### config.mk
export PLATFORM = sky130hd
export DESIGN_NAME = ram_host_adapter
export DESIGN_NICKNAME = d
export VERILOG_FILES = /design/src/rtl/ram_host_adapter.sv
export SDC_FILE = /design/constraint.sdc
export NUM_CORES = 1
export LEC_CHECK = 0
export BUFFER_PORTS_ARGS = -buffer_cell sky130_fd_sc_hd__buf_2
export CORE_MARGIN = 2
export CORE_UTILIZATION = 43
export DETAILED_ROUTE_END_ITERATION = 7
export GPL_TIMING_DRIVEN = 0
export PLACE_DENSITY = 0.77
export SLEW_MARGIN = 5
export SYNTH_ARGS = -nofsm -noshare
export SYNTH_HDL_FRONTEND = slang
export SYNTH_SLANG_ARGS = --single-unit
### constraint.sdc
create_clock -name clk -period 1.7 [get_ports clk]
set_input_delay 0.34 -clock clk [delete_from_list [all_inputs] [get_ports clk]]
set_output_delay 0.34 -clock clk [all_outputs]
set_load 0.01 [all_outputs]
### src/rtl/ram_host_adapter.sv
// ram_host_adapter
// Host req/ack front end for one port of the dual-port RAM. Converts byte
// addressed host transactions with byte enables into the RAM's word
// addressed, one-cycle-read-latency, full-word-write port. Partial-byte
// writes are carried out as an internal read-modify-write.
//
// Optional feature macro: RAM_HOST_ADAPTER_RANGECHK_EN
//   defined   : accesses with word address >= mem_size are acked but never
//               write the RAM; such reads return zero.
//   undefined : the word address wraps modulo mem_size.

module ram_host_adapter #(
    parameter int dat_width = 32,
    parameter int adr_width = 32,
    parameter int mem_size  = 1024
) (
    input  logic                   clk,
    input  logic                   rst,
    input  logic                   host_req,
    output logic                   host_ack,
    input  logic                   host_we,
    input  logic [adr_width-1:0]   host_addr,
    input  logic [dat_width/8-1:0] host_be,
    input  logic [dat_width-1:0]   host_wdata,
    output logic                   host_resp,
    output logic [dat_width-1:0]   host_rdata,
    output logic [adr_width-1:0]   ram_adr_o,
    output logic [dat_width-1:0]   ram_dat_o,
    output logic                   ram_we_o,
    input  logic [dat_width-1:0]   ram_dat_i
);

    localparam int BE_W  = dat_width / 8;
    localparam int OFF_W = $clog2(BE_W);

    typedef enum logic [1:0] {
        IDLE    = 2'd0,
        RD_WAIT = 2'd1,
        RMW     = 2'd2
    } state_t;

    // Byte-lane merge: lanes with an enable come from the new word,
    // the remaining lanes keep the word read back from the RAM.
    function automatic logic [dat_width-1:0] merge_bytes(
        input logic [dat_width-1:0] new_word,
        input logic [dat_width-1:0] old_word,
        input logic [BE_W-1:0]      be
    );
        logic [dat_width-1:0] res;
        res = old_word;
        for (int i = 0; i < BE_W; i++) begin
            if (be[i]) begin
                res[8*i +: 8] = new_word[8*i +: 8];
            end else begin
                res[8*i +: 8] = old_word[8*i +: 8];
            end
        end
        return res;
    endfunction

    // Registered state
    state_t               state_q, state_d;
    logic [adr_width-1:0] adr_q, adr_d;
    logic [BE_W-1:0]      be_q, be_d;
    logic [dat_width-1:0] wdata_q, wdata_d;
    logic                 resp_q, resp_d;
    logic [dat_width-1:0] rdata_q, rdata_d;
    logic                 oor_q, oor_d;

    // Combinational helpers
    logic [adr_width-1:0] wadr_s;
    logic [adr_width-1:0] ram_wadr_s;
    logic                 oor_s;
    logic                 ack_s;
    logic                 be_all_s;
    logic                 be_none_s;
    logic [adr_width-1:0] ram_adr_s;
    logic [dat_width-1:0] ram_dat_s;
    logic                 ram_we_s;

    assign wadr_s    = host_addr >> OFF_W;
    assign be_all_s  = &host_be;
    assign be_none_s = ~|host_be;

`ifdef RAM_HOST_ADAPTER_RANGECHK_EN
    localparam logic [adr_width-1:0] MEM_LIMIT = adr_width'(mem_size);

    // Full word address goes to the RAM; out-of-range accesses are flagged.
    assign ram_wadr_s = wadr_s;
    assign oor_s      = (wadr_s >= MEM_LIMIT);
`else
    localparam logic [adr_width-1:0] WADR_MASK = adr_width'(mem_size - 1);

    // Word address wraps onto the RAM depth; nothing is ever out of range.
    assign ram_wadr_s = wadr_s & WADR_MASK;
    assign oor_s      = 1'b0;
`endif

    // Ack only from IDLE and never while reset is held.
    assign ack_s = host_req & (state_q == IDLE) & ~rst;

    // Next-state, latch and RAM-port control for all three states.
    always_comb begin
        state_d   = state_q;
        adr_d     = adr_q;
        be_d      = be_q;
        wdata_d   = wdata_q;
        resp_d    = 1'b0;
        rdata_d   = rdata_q;
        oor_d     = oor_q;
        ram_adr_s = adr_q;
        ram_dat_s = wdata_q;
        ram_we_s  = 1'b0;

        case (state_q)
            IDLE: begin
                if (ack_s) begin
                    if (!host_we) begin
                        // Read: present the address now, data comes back next cycle.
                        adr_d     = ram_wadr_s;
                        oor_d     = oor_s;
                        ram_adr_s = ram_wadr_s;
                        state_d   = RD_WAIT;
                    end else if (be_none_s) begin
                        // Empty write: acked, nothing to do.
                        state_d = IDLE;
                    end else if (be_all_s) begin
                        // Full-word write goes straight through in the ack cycle.
                        ram_adr_s = ram_wadr_s;
                        ram_dat_s = host_wdata;
                        ram_we_s  = ~oor_s;
                        state_d   = IDLE;
                    end else if (oor_s) begin
                        // Out-of-range partial write is dropped without RMW.
                        state_d = IDLE;
                    end else begin
                        // Partial write: read the old word, merge next cycle.
                        adr_d     = ram_wadr_s;
                        be_d      = host_be;
                        wdata_d   = host_wdata;
                        ram_adr_s = ram_wadr_s;
                        state_d   = RMW;
                    end
                end else begin
                    state_d = IDLE;
                end
            end
            RD_WAIT: begin
                resp_d  = 1'b1;
                rdata_d = oor_q ? {dat_width{1'b0}} : ram_dat_i;
                state_d = IDLE;
            end
            RMW: begin
                ram_we_s  = 1'b1;
                ram_dat_s = merge_bytes(wdata_q, ram_dat_i, be_q);
                state_d   = IDLE;
            end
            default: begin
                state_d = IDLE;
            end
        endcase
    end

    // State and latch registers with synchronous reset.
    always_ff @(posedge clk) begin
        if (rst) begin
            state_q <= IDLE;
            adr_q   <= {adr_width{1'b0}};
            be_q    <= {BE_W{1'b0}};
            wdata_q <= {dat_width{1'b0}};
            resp_q  <= 1'b0;
            rdata_q <= {dat_width{1'b0}};
            oor_q   <= 1'b0;
        end else begin
            state_q <= state_d;
            adr_q   <= adr_d;
            be_q    <= be_d;
            wdata_q <= wdata_d;
            resp_q  <= resp_d;
            rdata_q <= rdata_d;
            oor_q   <= oor_d;
        end
    end

    assign host_ack   = ack_s;
    assign host_resp  = resp_q;
    assign host_rdata = rdata_q;
    assign ram_adr_o  = ram_adr_s;
    assign ram_dat_o  = ram_dat_s;
    // Reset overrides any pending write, including the RMW write-back.
    assign ram_we_o   = ram_we_s & ~rst;

endmodule

==> summary.md <==
| Metric | Value |
|---|---|
| Vias in the first global route | `~4400` |
| H-tree Lvls | `3` |
| Syn_area_per_cell | `8.35 µm²` |
| Drt pass-1 iters | `4` |
| Crit Path Max Fanout | `5` |
| Busiest layer in global routing | `met2` |
| Clock latency at the later pin of the worst-skew pair | `about 370 ps` |
| CTS Buf Count | `9` |
| P per Cell Area | `about 700 nW/µm²` |
| Comb pwr share | `0.224` |
| Row count | `37` |
| Post-Synthesis Cells | `between 500 and 600` |
| Grt met2 use | `0.404` |
| Number of library cell types mapped by synthesis | `35` |
| Status | `finished, violations left` |
| Reg clk slew, reported paths | `about 90 ps` |
| Remaining Overflow, GRT | `0` |
| Final WS setup | `-615 ps` |
| Final Hold Fails | `0` |
| Final setup viols | `between 70 and 80` |
| Max rail drop VDD | `around 360 µV` |
| Violations in the final reports | `negative setup slack` |
| Critical Path End Type | `output port` |
| Routed Wire Length | `roughly 14000 µm` |
| Reg power frac | `0.451` |
| Least-Margin Pin Slew | `approximately 610 ps` |
| CTS Buffer Depth | `2` |
| Leading area contributor after synthesis | `dfxtp_1` |
| Min-Delay Path Class | `input pin to flop` |
| Netlist Area Pre-Place | `between 4000 and 5000 µm²` |
| Leak | `roughly 2.9 nW` |
| Critical Setup Path Class | `flop to output port` |
| DRC violations left | `0` |
| Die Area | `approximately 11000 µm²` |
| Total power | `approximately 4.5 mW` |
| Clock sink count | `81` |
| Seq/Total Area, Yosys | `0.361` |
| DR vias/cell | `just over 5` |
| Ys flop type | `dfxtp_1` |
| Cells on worst reg2reg path | `8` |
| Async S/R FF share, synth | `0` |
| Die height | `about 110 µm` |
| Clock Power Share | `0.325` |
| Max-Cap Viols | `0` |
| Final ANT Viol Nets | `0` |
| Switching power | `about 1.3 mW` |
| Placed Instances | `853` |
| DP HPWL | `roughly 10000 µm` |
| Final worst-path cycle share | `1.36` |
| RePlAce Congestion | `between 0.8 and 0.9` |
| Min Tclk post-route | `about 2300 ps` |
| Area Overhead vs Synth | `43.4%` |
| Relative slew slack | `0.589` |
| Max Slew Vio Count | `0` |
| I/O Pins | `203` |
| Met3 GRT Util | `0.0466` |
| M1 GR Usage | `0.319` |
| Highest Clock Rate | `roughly 0.43 GHz` |
| Initial antenna violation count | `2` |
| Non-Filler Instances | `888` |
| Gr usage total | `0.246` |
| Die Wd | `about 110 µm` |
| Nets@finish | `approximately 850` |
| Hold Path Cell Cnt | `2` |
| Internal power | `between 3 and 4 mW` |
| Most frequent cells in the layout | `buf_2 (148), nand2_1 (109), dfxtp_1 (79)` |
| Required @ worst endpoint | `around 1400 ps` |
| Clock Skew | `14.0 ps` |
| CTS tree | `yes` |
| Post-Place Worst Slack | `-577 ps` |
| Placeable Area | `approximately 10000 µm²` |
| DRT iter0 DRCs | `around 250` |
| Sw Ratio | `0.280` |
| Port bufs | `between 150 and 200` |
| RSZ-0062 raised after global routing | `yes` |
| Syn. warnings | `0` |
| Final hold slack | `roughly 190 ps` |
| Crit path launch type | `flop` |
| Arrival time worst endpoint | `1970 ps` |
| Layout cells sized above 1 | `0.389` |
| Root Buffer | `clkbuf_8` |
| Top-area cell type share of the netlist area | `0.361` |
| Drt wl/cell | `16.2 µm` |
| Seq cells post-synth | `roughly 80` |
| Via count | `around 4600` |
| Most common cell after layout, fill and taps aside | `buf_2` |
| Synth top area cells | `dfxtp_1 (36%), nand2_1 (9.1%), nor2b_1 (8.1%)` |
| Pin count of the biggest net entering global routing | `13` |
| Initial Util | `0.439` |
| EDFF count, synth | `0` |
| First-pass GRT wire length | `approximately 22000 µm` |
-- critical path, cell delays in order (launching register included) --
cell and delay, ps:
dfxtp_4 360, nor4b_4 230, buf_4 180, a21boi_4 220
buf_6 170, mux2_4 310, buf_6 120
-- per-layer routing --
| layer | routed length (µm) | vias up |
|---|---|---|
| met3 | 982 | 20 |
| met2 | 6790 | 179 |
| met1 | 6330 | 2138 |
| li1 | - | 2254 |
| met4 | 222 | 2 |
| met5 | 14 | - |
-- metrics by stage --
| step | area, µm² | utilization | TNS, ps |
|---|---|---|---|
| 5_1_grt | 6440 | 0.630 | -33380 |
| 3_3_place_gp | 5590 | 0.546 | -32740 |
| 3_5_place_dp | 5590 | 0.546 | -35750 |
| 6_report | 6440 | 0.630 | -27430 |
| 2_1_floorplan | 4630 | - | -1810 |
| 4_1_cts | 6240 | 0.610 | -25910 |
-- synth_stat cells, types with 12 or more instances --
| master | n |
|---|---|
| o211ai_1 | 33 |
| buf_4 | 26 |
| dfxtp_1 | 81 |
| a21oi_1 | 32 |
| nand2_1 | 109 |
| buf_2 | 12 |
| nand4_1 | 34 |
| nor3b_1 | 15 |
| nor2b_1 | 58 |
| mux2_2 | 17 |
| mux2_1 | 29 |
| clkbuf_1 | 30 |
-- logic make-up (layout without fill, tap and decap cells) --
family	after synthesis	in the layout	synth area share
buf+inv	73	265	0.0861
compound gates	79	79	0.119
mux	56	56	0.138
simple gates	248	248	0.296
flops	81	81	0.361
other cells	1	23	0.000835
-- power groups by stage --
| stage | combinational, mW | sequential, mW | clock [mW] |
|---|---|---|---|
| finish | 1.01 | 2.04 | 1.47 |
| global route | 1.09 | 2.05 | 1.56 |
| global placement | 0.818 | 2.07 | 0 |
| detailed placement | 0.834 | 2.08 | 0 |
| floorplan | 0.495 | 2.08 | 0 |
| CTS | 0.957 | 2.04 | 1.48 |
-- sequential cells by signal (all words and copies together), names as in the netlist --
| signal | cells |
|---|---|
| host_rdata | 32 |
| state_q | 2 |
| be_q | 4 |
| wdata_q | 32 |
| host_resp | 1 |
| adr_q | 10 |
-- final timing paths --
| check | from | endpoint | slack (ps) |
|---|---|---|---|
| worst max-delay path | state_q[0]$_SDFF_PP0_ | ram_adr_o[5] | -610 |
| worst min-delay path | host_wdata[23] | wdata_q[23]$_SDFFE_PP0P_ | 190 |
| worst max register to register | state_q[0]$_SDFF_PP0_ | wdata_q[28]$_SDFFE_PP0P_ | -140 |
| worst min register to register | host_rdata[6]$_SDFFE_PP0P_ | host_rdata[6]$_SDFFE_PP0P_ | 450 |
-- repair_timing --
item                       CTS  global route
gates cloned                 4             3
setup buffers               13             3
hold buffers                 0             0
pin swaps                    4            11
gates resized for setup     68            34
setup endpoints to repair   79           110
-- area by class of cell --
class | instances | area [µm²]
Clock buffer | 12 | 155
Buffer | 67 | 512
Fill cell | 907 | 3790
Timing Repair Buffer | 181 | 1180
Inverter | 2 | 7.51
Antenna cell | 1 | 2.50
Tap cell | 136 | 170
Clock inverter | 3 | 40.0
Sequential cell | 81 | 1630
Multi-Input combinational cell | 405 | 2750
No activity file was read; power rests on OpenSTA's default activity.
